===== config.mk =====
export PLATFORM = sky130hd
export DESIGN_NAME = data_buffer_arbiter_flat
export DESIGN_NICKNAME = d
export VERILOG_FILES = /design/src/rtl/data_buffer_arbiter_if.sv /design/src/rtl/data_buffer_arbiter.sv /design/src/flat_wrapper.sv
export SDC_FILE = /design/constraint.sdc
export NUM_CORES = 1
export LEC_CHECK = 0
export BUFFER_PORTS_ARGS = -buffer_cell sky130_fd_sc_hd__buf_2
export CAP_MARGIN = 0
export CORE_ASPECT_RATIO = 0.75
export CORE_MARGIN = 2
export CORE_UTILIZATION = 53
export CTS_BUF_LIST = sky130_fd_sc_hd__clkbuf_8
export DETAILED_ROUTE_END_ITERATION = 8
export PLACE_DENSITY = 0.87
export SLEW_MARGIN = 20
export SYNTH_ARGS = -nofsm -noshare
export SYNTH_HDL_FRONTEND = slang
export SYNTH_SLANG_ARGS = --single-unit

===== constraint.sdc =====
create_clock -name clk -period 4.4 [get_ports clk]
set_input_delay 0.44 -clock clk [delete_from_list [all_inputs] [get_ports clk]]
set_output_delay 0.44 -clock clk [all_outputs]
set_load 0.05 [all_outputs]

===== src/rtl/data_buffer_arbiter_if.sv =====
// rtl/data_buffer_arbiter_if.sv - request, buffer and status signal bundle for data_buffer_arbiter
interface data_buffer_arbiter_if;
  logic       clear;
  logic       ahb_store;
  logic       ahb_get;
  logic [7:0] ahb_wdata;
  logic       rx_transfer_active;
  logic       tx_transfer_active;
  logic       rx_store;
  logic [7:0] rx_wdata;
  logic       tx_get;
  logic [6:0] buffer_occupancy;
  logic [7:0] buf_rdata;
  logic       buf_write;
  logic       buf_read;
  logic       buf_flush;
  logic [7:0] buf_wdata;
  logic       ahb_ack;
  logic       rx_ack;
  logic       tx_ack;
  logic [7:0] ahb_rdata;
  logic [7:0] tx_rdata;
  logic       rd_valid_ahb;
  logic       rd_valid_tx;
  logic       overflow;
  logic       underflow;
  logic [1:0] owner;

  modport slave (
    input  clear, ahb_store, ahb_get, ahb_wdata, rx_transfer_active, tx_transfer_active,
           rx_store, rx_wdata, tx_get, buffer_occupancy, buf_rdata,
    output buf_write, buf_read, buf_flush, buf_wdata, ahb_ack, rx_ack, tx_ack,
           ahb_rdata, tx_rdata, rd_valid_ahb, rd_valid_tx, overflow, underflow, owner
  );

  modport master (
    output clear, ahb_store, ahb_get, ahb_wdata, rx_transfer_active, tx_transfer_active,
           rx_store, rx_wdata, tx_get, buffer_occupancy, buf_rdata,
    input  buf_write, buf_read, buf_flush, buf_wdata, ahb_ack, rx_ack, tx_ack,
           ahb_rdata, tx_rdata, rd_valid_ahb, rd_valid_tx, overflow, underflow, owner
  );
endinterface


===== src/rtl/data_buffer_arbiter.sv =====
// rtl/data_buffer_arbiter.sv - arbitrates AHB and USB access to a 64-byte data buffer
// Optional sticky overflow/underflow flags are enabled by defining ARB_ERROR_FLAGS_EN.
module data_buffer_arbiter (
  input logic                  clk,
  input logic                  n_rst,
  data_buffer_arbiter_if.slave bus
);
  typedef enum logic [1:0] {
    ST_IDLE  = 2'd0,
    ST_AHB   = 2'd1,
    ST_USB   = 2'd2,
    ST_FLUSH = 2'd3
  } state_t;

  state_t     r_state, w_state_nxt;
  logic       r_clear_pend, w_clear_pend_nxt;
  logic       w_usb_active, w_full, w_empty;
  logic       w_serve_usb, w_flush;
  logic       w_ahb_ack, w_rx_ack, w_tx_ack;
  logic       w_is_wr, w_is_rd, w_rd_for_ahb;
  logic [7:0] w_wdata;

  logic       r_buf_write, r_buf_read, r_buf_flush;
  logic [7:0] r_buf_wdata;
  logic       r_ahb_ack, r_rx_ack, r_tx_ack;
  logic       r_rd_ahb_s1, r_rd_tx_s1, r_rd_drop_s1;
  logic       r_rd_valid_ahb, r_rd_valid_tx, r_rd_drop_s2;
  logic [7:0] r_ahb_rdata, r_tx_rdata;
  logic [7:0] w_rd_byte, w_ahb_rdata, w_tx_rdata;

  assign w_usb_active = bus.rx_transfer_active | bus.tx_transfer_active;
  assign w_full       = (bus.buffer_occupancy >= 7'd64);
  assign w_empty      = (bus.buffer_occupancy == 7'd0);

  always_ff @(posedge clk or negedge n_rst) begin
    if (!n_rst) begin
      r_state      <= ST_IDLE;
      r_clear_pend <= 1'b0;
    end else begin
      r_state      <= w_state_nxt;
      r_clear_pend <= w_clear_pend_nxt;
    end
  end

  always_comb begin
    w_state_nxt      = r_state;
    w_clear_pend_nxt = r_clear_pend;
    w_serve_usb      = 1'b0;
    w_flush          = 1'b0;
    w_ahb_ack        = 1'b0;
    w_rx_ack         = 1'b0;
    w_tx_ack         = 1'b0;
    w_is_wr          = 1'b0;
    w_is_rd          = 1'b0;
    w_rd_for_ahb     = 1'b0;
    w_wdata          = 8'h00;
    case (r_state)
      ST_IDLE: begin
        // USB wins over everything; a clear arriving alongside it waits in the latch
        if (w_usb_active) begin
          w_state_nxt      = ST_USB;
          w_clear_pend_nxt = r_clear_pend | bus.clear;
          w_serve_usb      = 1'b1;
        end else if (bus.clear || r_clear_pend) begin
          w_state_nxt      = ST_FLUSH;
          w_clear_pend_nxt = 1'b0;
          w_flush          = 1'b1;
        end else if (bus.ahb_store) begin
          w_state_nxt = ST_AHB;
          w_ahb_ack   = 1'b1;
          w_is_wr     = 1'b1;
          w_wdata     = bus.ahb_wdata;
        end else if (bus.ahb_get) begin
          w_state_nxt  = ST_AHB;
          w_ahb_ack    = 1'b1;
          w_is_rd      = 1'b1;
          w_rd_for_ahb = 1'b1;
        end
      end
      ST_AHB: begin
        w_state_nxt      = ST_IDLE;
        w_clear_pend_nxt = r_clear_pend | bus.clear;
      end
      ST_USB: begin
        w_serve_usb      = 1'b1;
        w_clear_pend_nxt = r_clear_pend | bus.clear;
        if (!w_usb_active) w_state_nxt = ST_IDLE;
      end
      ST_FLUSH: w_state_nxt = ST_IDLE;
      default:  w_state_nxt = ST_IDLE;
    endcase
    if (w_serve_usb) begin
      if (bus.rx_store) begin
        w_rx_ack = 1'b1;
        w_is_wr  = 1'b1;
        w_wdata  = bus.rx_wdata;
      end else if (bus.tx_get) begin
        w_tx_ack = 1'b1;
        w_is_rd  = 1'b1;
      end
    end
  end

  always_ff @(posedge clk or negedge n_rst) begin
    if (!n_rst) begin
      r_buf_write    <= 1'b0;
      r_buf_read     <= 1'b0;
      r_buf_flush    <= 1'b0;
      r_buf_wdata    <= 8'h00;
      r_ahb_ack      <= 1'b0;
      r_rx_ack       <= 1'b0;
      r_tx_ack       <= 1'b0;
      r_rd_ahb_s1    <= 1'b0;
      r_rd_tx_s1     <= 1'b0;
      r_rd_drop_s1   <= 1'b0;
      r_rd_valid_ahb <= 1'b0;
      r_rd_valid_tx  <= 1'b0;
      r_rd_drop_s2   <= 1'b0;
      r_ahb_rdata    <= 8'h00;
      r_tx_rdata     <= 8'h00;
    end else begin
      r_buf_write <= w_is_wr & ~w_full;
      r_buf_read  <= w_is_rd & ~w_empty;
      r_buf_flush <= w_flush;
      if (w_is_wr && !w_full) r_buf_wdata <= w_wdata;
      r_ahb_ack      <= w_ahb_ack;
      r_rx_ack       <= w_rx_ack;
      r_tx_ack       <= w_tx_ack;
      r_rd_ahb_s1    <= w_rd_for_ahb;
      r_rd_tx_s1     <= w_tx_ack;
      r_rd_drop_s1   <= w_is_rd & w_empty;
      r_rd_valid_ahb <= r_rd_ahb_s1;
      r_rd_valid_tx  <= r_rd_tx_s1;
      r_rd_drop_s2   <= r_rd_drop_s1;
      if (r_rd_valid_ahb) r_ahb_rdata <= w_ahb_rdata;
      if (r_rd_valid_tx)  r_tx_rdata  <= w_tx_rdata;
    end
  end

  // buf_rdata arrives the cycle after buf_read, so it is passed straight through and held afterwards
  assign w_rd_byte   = r_rd_drop_s2 ? 8'h00 : bus.buf_rdata;
  assign w_ahb_rdata = r_rd_valid_ahb ? w_rd_byte : r_ahb_rdata;
  assign w_tx_rdata  = r_rd_valid_tx  ? w_rd_byte : r_tx_rdata;

`ifdef ARB_ERROR_FLAGS_EN
  logic r_overflow, r_underflow;

  always_ff @(posedge clk or negedge n_rst) begin
    if (!n_rst) begin
      r_overflow  <= 1'b0;
      r_underflow <= 1'b0;
    end else if (w_flush) begin
      r_overflow  <= 1'b0;
      r_underflow <= 1'b0;
    end else begin
      if (w_is_wr && w_full)  r_overflow  <= 1'b1;
      if (w_is_rd && w_empty) r_underflow <= 1'b1;
    end
  end

  assign bus.overflow  = r_overflow;
  assign bus.underflow = r_underflow;
`else
  assign bus.overflow  = 1'b0;
  assign bus.underflow = 1'b0;
`endif

  assign bus.buf_write    = r_buf_write;
  assign bus.buf_read     = r_buf_read;
  assign bus.buf_flush    = r_buf_flush;
  assign bus.buf_wdata    = r_buf_wdata;
  assign bus.ahb_ack      = r_ahb_ack;
  assign bus.rx_ack       = r_rx_ack;
  assign bus.tx_ack       = r_tx_ack;
  assign bus.ahb_rdata    = w_ahb_rdata;
  assign bus.tx_rdata     = w_tx_rdata;
  assign bus.rd_valid_ahb = r_rd_valid_ahb;
  assign bus.rd_valid_tx  = r_rd_valid_tx;
  assign bus.owner        = r_state;
endmodule


===== src/flat_wrapper.sv =====
// flat-port wrapper written by rule: the top's interface ports become plain ports
module data_buffer_arbiter_flat 
  (clk, n_rst, bus_clear, bus_ahb_store, bus_ahb_get, bus_ahb_wdata, bus_rx_transfer_active, bus_tx_transfer_active, bus_rx_store, bus_rx_wdata, bus_tx_get, bus_buffer_occupancy, bus_buf_rdata, bus_buf_write, bus_buf_read, bus_buf_flush, bus_buf_wdata, bus_ahb_ack, bus_rx_ack, bus_tx_ack, bus_ahb_rdata, bus_tx_rdata, bus_rd_valid_ahb, bus_rd_valid_tx, bus_overflow, bus_underflow, bus_owner);
  data_buffer_arbiter_if bus_i ();
  input logic clk;
  input logic n_rst;
  input wire logic [$bits(bus_i.clear)-1:0] bus_clear;
  input wire logic [$bits(bus_i.ahb_store)-1:0] bus_ahb_store;
  input wire logic [$bits(bus_i.ahb_get)-1:0] bus_ahb_get;
  input wire logic [$bits(bus_i.ahb_wdata)-1:0] bus_ahb_wdata;
  input wire logic [$bits(bus_i.rx_transfer_active)-1:0] bus_rx_transfer_active;
  input wire logic [$bits(bus_i.tx_transfer_active)-1:0] bus_tx_transfer_active;
  input wire logic [$bits(bus_i.rx_store)-1:0] bus_rx_store;
  input wire logic [$bits(bus_i.rx_wdata)-1:0] bus_rx_wdata;
  input wire logic [$bits(bus_i.tx_get)-1:0] bus_tx_get;
  input wire logic [$bits(bus_i.buffer_occupancy)-1:0] bus_buffer_occupancy;
  input wire logic [$bits(bus_i.buf_rdata)-1:0] bus_buf_rdata;
  output wire logic [$bits(bus_i.buf_write)-1:0] bus_buf_write;
  output wire logic [$bits(bus_i.buf_read)-1:0] bus_buf_read;
  output wire logic [$bits(bus_i.buf_flush)-1:0] bus_buf_flush;
  output wire logic [$bits(bus_i.buf_wdata)-1:0] bus_buf_wdata;
  output wire logic [$bits(bus_i.ahb_ack)-1:0] bus_ahb_ack;
  output wire logic [$bits(bus_i.rx_ack)-1:0] bus_rx_ack;
  output wire logic [$bits(bus_i.tx_ack)-1:0] bus_tx_ack;
  output wire logic [$bits(bus_i.ahb_rdata)-1:0] bus_ahb_rdata;
  output wire logic [$bits(bus_i.tx_rdata)-1:0] bus_tx_rdata;
  output wire logic [$bits(bus_i.rd_valid_ahb)-1:0] bus_rd_valid_ahb;
  output wire logic [$bits(bus_i.rd_valid_tx)-1:0] bus_rd_valid_tx;
  output wire logic [$bits(bus_i.overflow)-1:0] bus_overflow;
  output wire logic [$bits(bus_i.underflow)-1:0] bus_underflow;
  output wire logic [$bits(bus_i.owner)-1:0] bus_owner;
  assign bus_i.clear = bus_clear;
  assign bus_i.ahb_store = bus_ahb_store;
  assign bus_i.ahb_get = bus_ahb_get;
  assign bus_i.ahb_wdata = bus_ahb_wdata;
  assign bus_i.rx_transfer_active = bus_rx_transfer_active;
  assign bus_i.tx_transfer_active = bus_tx_transfer_active;
  assign bus_i.rx_store = bus_rx_store;
  assign bus_i.rx_wdata = bus_rx_wdata;
  assign bus_i.tx_get = bus_tx_get;
  assign bus_i.buffer_occupancy = bus_buffer_occupancy;
  assign bus_i.buf_rdata = bus_buf_rdata;
  assign bus_buf_write = bus_i.buf_write;
  assign bus_buf_read = bus_i.buf_read;
  assign bus_buf_flush = bus_i.buf_flush;
  assign bus_buf_wdata = bus_i.buf_wdata;
  assign bus_ahb_ack = bus_i.ahb_ack;
  assign bus_rx_ack = bus_i.rx_ack;
  assign bus_tx_ack = bus_i.tx_ack;
  assign bus_ahb_rdata = bus_i.ahb_rdata;
  assign bus_tx_rdata = bus_i.tx_rdata;
  assign bus_rd_valid_ahb = bus_i.rd_valid_ahb;
  assign bus_rd_valid_tx = bus_i.rd_valid_tx;
  assign bus_overflow = bus_i.overflow;
  assign bus_underflow = bus_i.underflow;
  assign bus_owner = bus_i.owner;
  data_buffer_arbiter u_core (.clk(clk), .n_rst(n_rst), .bus(bus_i));
endmodule

=== After elaboration in Yosys (flattened, before gate mapping) ===
Cells that the tools add are included.

* Register bits: 38
* Latch bits: 0
* Bits in writable memories: 0
* ROM bits: 0
* Input bits: 40
* Output and inout port bits: 36
* Word-level logic and storage cells: 86
* Memories kept: 0

* Add/subtract/negate cells: 0
* Multipliers: 0
* Div/mod/pow operators: 0
* Order comparisons: 1
* Eq/ne operators: 6
* Shifts and indexed selects: 0
* Muxes and demuxes: 46
* Bitwise logic cells: 7
* Reduce and logical (&&, ||, !) cells: 10

{| class="wikitable"
|+ Operator list
! cell !! count
|-
| 2-to-1 mux 8 bit || 9
|-
| 2-to-1 mux 1 bit || 29
|-
| 2-to-1 mux 2 bit || 5
|-
| >= comparator 7 bit, second input constant || 1
|-
| zero test 7 bit || 1
|-
| case mux 2 bit (3 select lines) || 1
|-
| inequality test 5 x 3 -> 1 bit, second input constant || 1
|-
| == test 2 bit, second input constant || 2
|-
| case mux 1 bit (2 select lines) || 2
|-
| AND reduction 2 bit || 2
|-
| OR reduction 2 bit || 2
|-
| AND 1 bit || 3
|-
| inequality test 3 x 1 -> 1 bit, second input constant || 1
|-
| == test 2 x 1 -> 1 bit, second input constant || 1
|-
| zero test 2 bit || 1
|-
| inequality test 2 bit, second input constant || 1
|-
| inverter 1 bit || 2
|-
| OR 1 bit || 2
|-
| nonzero test 2 bit || 1
|-
| logical AND 1 bit || 1
|-
| zero test 1 bit || 1
|-
| logical OR 1 bit || 1
|}

=== Depth between registers and ports, before layout ===
* Word-level depth: 9
* Depth in mapped cells: 7
* Depth with buffers taken out: 6

=== Worst setup path before layout ===
Ideal clock, no wire load.

* Path kind: reg2out
* From: reg u_core.r_rd_valid_ahb (netlist: u_core.bus.rd_valid_ahb)
* To: out bus_ahb_rdata[0]
* Arrival time: 1.633 ns
* Data required time: 3.960 ns
* Slack: 2.327 ns
* Stages on the path, launching flop included: 4
* Buffers on the path: 2
* Path through: dfrtp_1 clkbuf_1 buf_2 mux2_2

* Longest elaborated chain between the ends: 1

{| class="wikitable"
|+ RTL lines
! item !! line !! text
|-
| start, declared || data_buffer_arbiter.sv:27 || <nowiki>logic r_rd_valid_ahb, r_rd_valid_tx, r_rd_drop_s2;</nowiki>
|-
| start signal, assigned || data_buffer_arbiter.sv:132 || <nowiki>r_rd_valid_ahb <= r_rd_ahb_s1;</nowiki>
|-
| 2-to-1 mux 8 bit || data_buffer_arbiter.sv:142 || <nowiki>assign w_ahb_rdata = r_rd_valid_ahb ? w_rd_byte : r_ahb_rdata;</nowiki>
|-
| end, declared || flat_wrapper.sv:25 || <nowiki>output wire logic [$bits(bus_i.ahb_rdata)-1:0] bus_ahb_rdata;</nowiki>
|}

Every way passes these cells.

=== Final worst setup path ===
* From: reg u_core.r_rd_valid_tx (netlist: u_core.bus.rd_valid_tx)
* To: out bus_tx_rdata[2]

* Longest elaborated chain between the ends: 1

{| class="wikitable"
|+ RTL lines
! item !! line !! text
|-
| start, declared || data_buffer_arbiter.sv:27 ||
|-
| start signal, assigned || data_buffer_arbiter.sv:133 || <nowiki>r_rd_valid_tx <= r_rd_tx_s1;</nowiki>
|-
| 2-to-1 mux 8 bit || data_buffer_arbiter.sv:143 || <nowiki>assign w_tx_rdata = r_rd_valid_tx ? w_rd_byte : r_tx_rdata;</nowiki>
|-
| end, declared || flat_wrapper.sv:26 || <nowiki>output wire logic [$bits(bus_i.tx_rdata)-1:0] bus_tx_rdata;</nowiki>
|}

Every way passes these cells.

==> flow_metrics.tcl <==
set metrics [dict create \
    critPathArrivalTime_ns 1.67 \
    switching_share 0.4774 \
    worstPathBufferInverterCount 1 \
    die_w_um 71.37 \
    post-route-period-util 0.4796 \
    maxSlewHeadroom 0.4637 \
    final_cell_area_sq_mm 0.002271 \
    cts_made_buffers 5 \
    synth.largest_area_cell "dfrtp_1" \
    dpl_cell_area_sq_mm 0.002180 \
    detail-route-antenna-nets 0 \
    synth_top_area_frac 0.5270 \
    layout.cells.non_filler 259 \
    ys_seq_elements 38 \
    postCtsSetupRepairBufs 0 \
    viasPerCell 5.108 \
    synthTopCellsByCount "dfrtp_1 (38), mux2_2 (32)" \
    startpoint_type "flip-flop" \
    p_int_uw 860.7 \
    synth-edff-count 0 \
    grt_pass1_vias 1225 \
    max_clock_freq_mhz 473.8 \
    min_period_ns 2.110 \
    path_delay_family "flip-flops" \
    nNetsFinal 261 \
    synth_ff_type "dfrtp_1" \
    p_per_area_mw_per_mm2 725.3 \
    cts_root_buffer "clkbuf_8" \
    grt_max_degree 39 \
    cts_resized 0 \
    async_flop_share 1.000 \
    grt_pass1_wl_um 5395 \
    antenna_found_initial 0 \
    cp_max_fo 17 \
    cts.sinks 38 \
    post_drt_wl_per_cell_um 13.41 \
    setup_viol 0 \
    initial_core_util 0.5525 \
    routabilityCongestion 0.8826 \
    finalClockSkew_ns 0.003130 \
    hpwl_um 2577 \
    grt_use_total 0.1859 \
    core_area_sq_mm 0.003266 \
    irDropWorstVdd_uv 494.1 \
    synth.most_common_cell "dfrtp_1" \
    cts_tree "yes" \
    combinationalPowerShare 0.526 \
    tightest_slew_ns 0.8044 \
    clockBufferDepth 2 \
    finalSetupTns_ns 0 \
    switching_power_uw 786.3 \
    totalWireLength_um 3472 \
    clkTransAtPathRegs_ns 0.07 \
    cpPeakStageDelay_ns 0.76 \
    critPathCaptureType "output port" \
    drc 0 \
    crit_chain "mux2_2 -> buf_2" \
    hold_buffers 0 \
    drive_gt1_frac 0.5205 \
    grt_setup_unrepaired "false" \
    p_clk_frac 0.145 \
    io_pins 76 \
    fill_cells 247 \
    syn_inst 144 \
    syn_area_sq_mm 0.001804 \
    port_buffers 73 \
    num_rows 18 \
    fin_util 0.6954 \
    synthToLayoutAreaGrowth_pct 25.87 \
    ys_seq_area_frac 0.5270 \
    diodes 0 \
    die_area_sq_mm 0.003892 \
    vias 1323 \
    status "finished, final reports clean" \
    cp.required_ns 3.96 \
    cts_htree_levels 2 \
    insertion_delay_ns 0.28 \
    synth_cell_type_count 28 \
    cap_violations 0 \
    syn_avg_cell_area_sq_um 12.53 \
    grt.overflow.total 0 \
    drv_slew 0 \
    yosys_warnings 0 \
    total_leakage_power_uw 0.001139 \
    yosys-top-cells-area "dfrtp_1 (53%), mux2_2 (20%), o221a_1 (5.0%)" \
    die_height_um 54.53 \
    power_frac_seq 0.329 \
    cpMaxStageDelayCell "dfrtp_1" \
    drt_first_pass_iters 4 \
    path_class "reg -> out" \
    dpl.cell_count 251 \
    hp-class "in -> async" \
    hold_violations 0 \
    drtIter0Drc 52 \
]
-- routing by layer --
metal,part of all wire,vias to the layer above,track usage
li1,-,652,-
met1,0.47,610,0.2452
met2,0.45,59,0.2994
met3,0.081,2,0.04788
met4,0.0043,0,0.07547
met5,0,-,0
-- cells in the final DEF (no fill, tap or decap), types with 2 or more instances in the layout --
| cell type | n |
|---|---|
| a21oi_1 | 7 |
| buf_2 | 73 |
| clkbuf_8 | 6 |
| conb_1 | 2 |
| dfrtp_1 | 38 |
| ha_1 | 3 |
| inv_1 | 5 |
| mux2_2 | 32 |
| nand2_1 | 5 |
| nand2b_1 | 2 |
| nor2_1 | 8 |
| nor2b_1 | 8 |
| nor4_1 | 2 |
| o221a_1 | 8 |
| or2b_1 | 8 |
-- through the flow --
stage | setup WS [ns] | hold WS [ns] | power, uW
final | 2.290 | 0.2440 | 1647
after global routing | 2.203 | 0.3040 | 1737
after CTS | 2.270 | 0.2707 | 1657
after detailed placement | 2.599 | 0.3365 | 1412
after global placement | 2.603 | 0.3321 | 1395
after floorplan | 2.327 | 0.1444 | 1231
-- power groups by stage --
stage	registers, uW	logic, uW	clock network (uW)
floorplan	726	504	0
global placement	540	854	0
detailed placement	544	868	0
CTS	542	870	245
global route	561	915	261
finish	542	867	238
-- cell families after synthesis --
group,count (synthesis),synth area share
AND/OR/NAND/NOR,37,0.1193
AO/OA/AOI/OAI,22,0.09847
flip-flops,38,0.5270
buffers and inverters,11,0.03259
multiplexers,32,0.1997
adder cells (fa/ha/maj),3,0.02081
other,1,0.002078
-- state kept, by name, summed over array words and instances, names as in the netlist --
register and flops:
u_core.r_rd_ahb_s1 1, u_core.bus.buf_read 1, u_core.bus.rd_valid_ahb 1, u_core.bus.owner 2
u_core.bus.buf_write 1, u_core.r_tx_rdata 8, u_core.bus.buf_wdata 8, u_core.r_ahb_rdata 8
u_core.bus.ahb_ack 1, u_core.bus.buf_flush 1, u_core.r_clear_pend 1, u_core.bus.tx_ack 1
u_core.r_rd_drop_s2 1, u_core.bus.rx_ack 1, u_core.bus.rd_valid_tx 1, u_core.r_rd_drop_s1 1
-- final timing paths --
kind                                             start                       to  slack [ns]  depth (start not counted)
min in group clk                             bus_clear       u_core.bus.ahb_ack        0.34                          2
worst min-delay path                             n_rst    u_core.r_ahb_rdata[0]        0.24                          1
max in group asynchronous                        n_rst     u_core.r_tx_rdata[4]        3.65                          1
worst min register to register     u_core.r_rd_drop_s1      u_core.r_rd_drop_s2        0.35                          0
worst max-delay path            u_core.bus.rd_valid_tx          bus_tx_rdata[2]        2.29                          2
worst max register to register     u_core.bus.owner[0]  u_core.bus.buf_wdata[2]        2.60                          6
-- final cells by class --
class / count / area (sq um) / area share
clock buffers: 6 / 82.58 / 0.03636
clock inverters: 2 / 8.758 / 0.003857
inverters: 4 / 15.01 / 0.006612
multi-input cells: 96 / 798.3 / 0.3515
flip-flops and latches: 38 / 950.9 / 0.4187
well taps: 40 / 50.05 / 0.02204
repair buffers: 73 / 365.4 / 0.1609
Note: power is estimated with default switching activity, not from simulation.
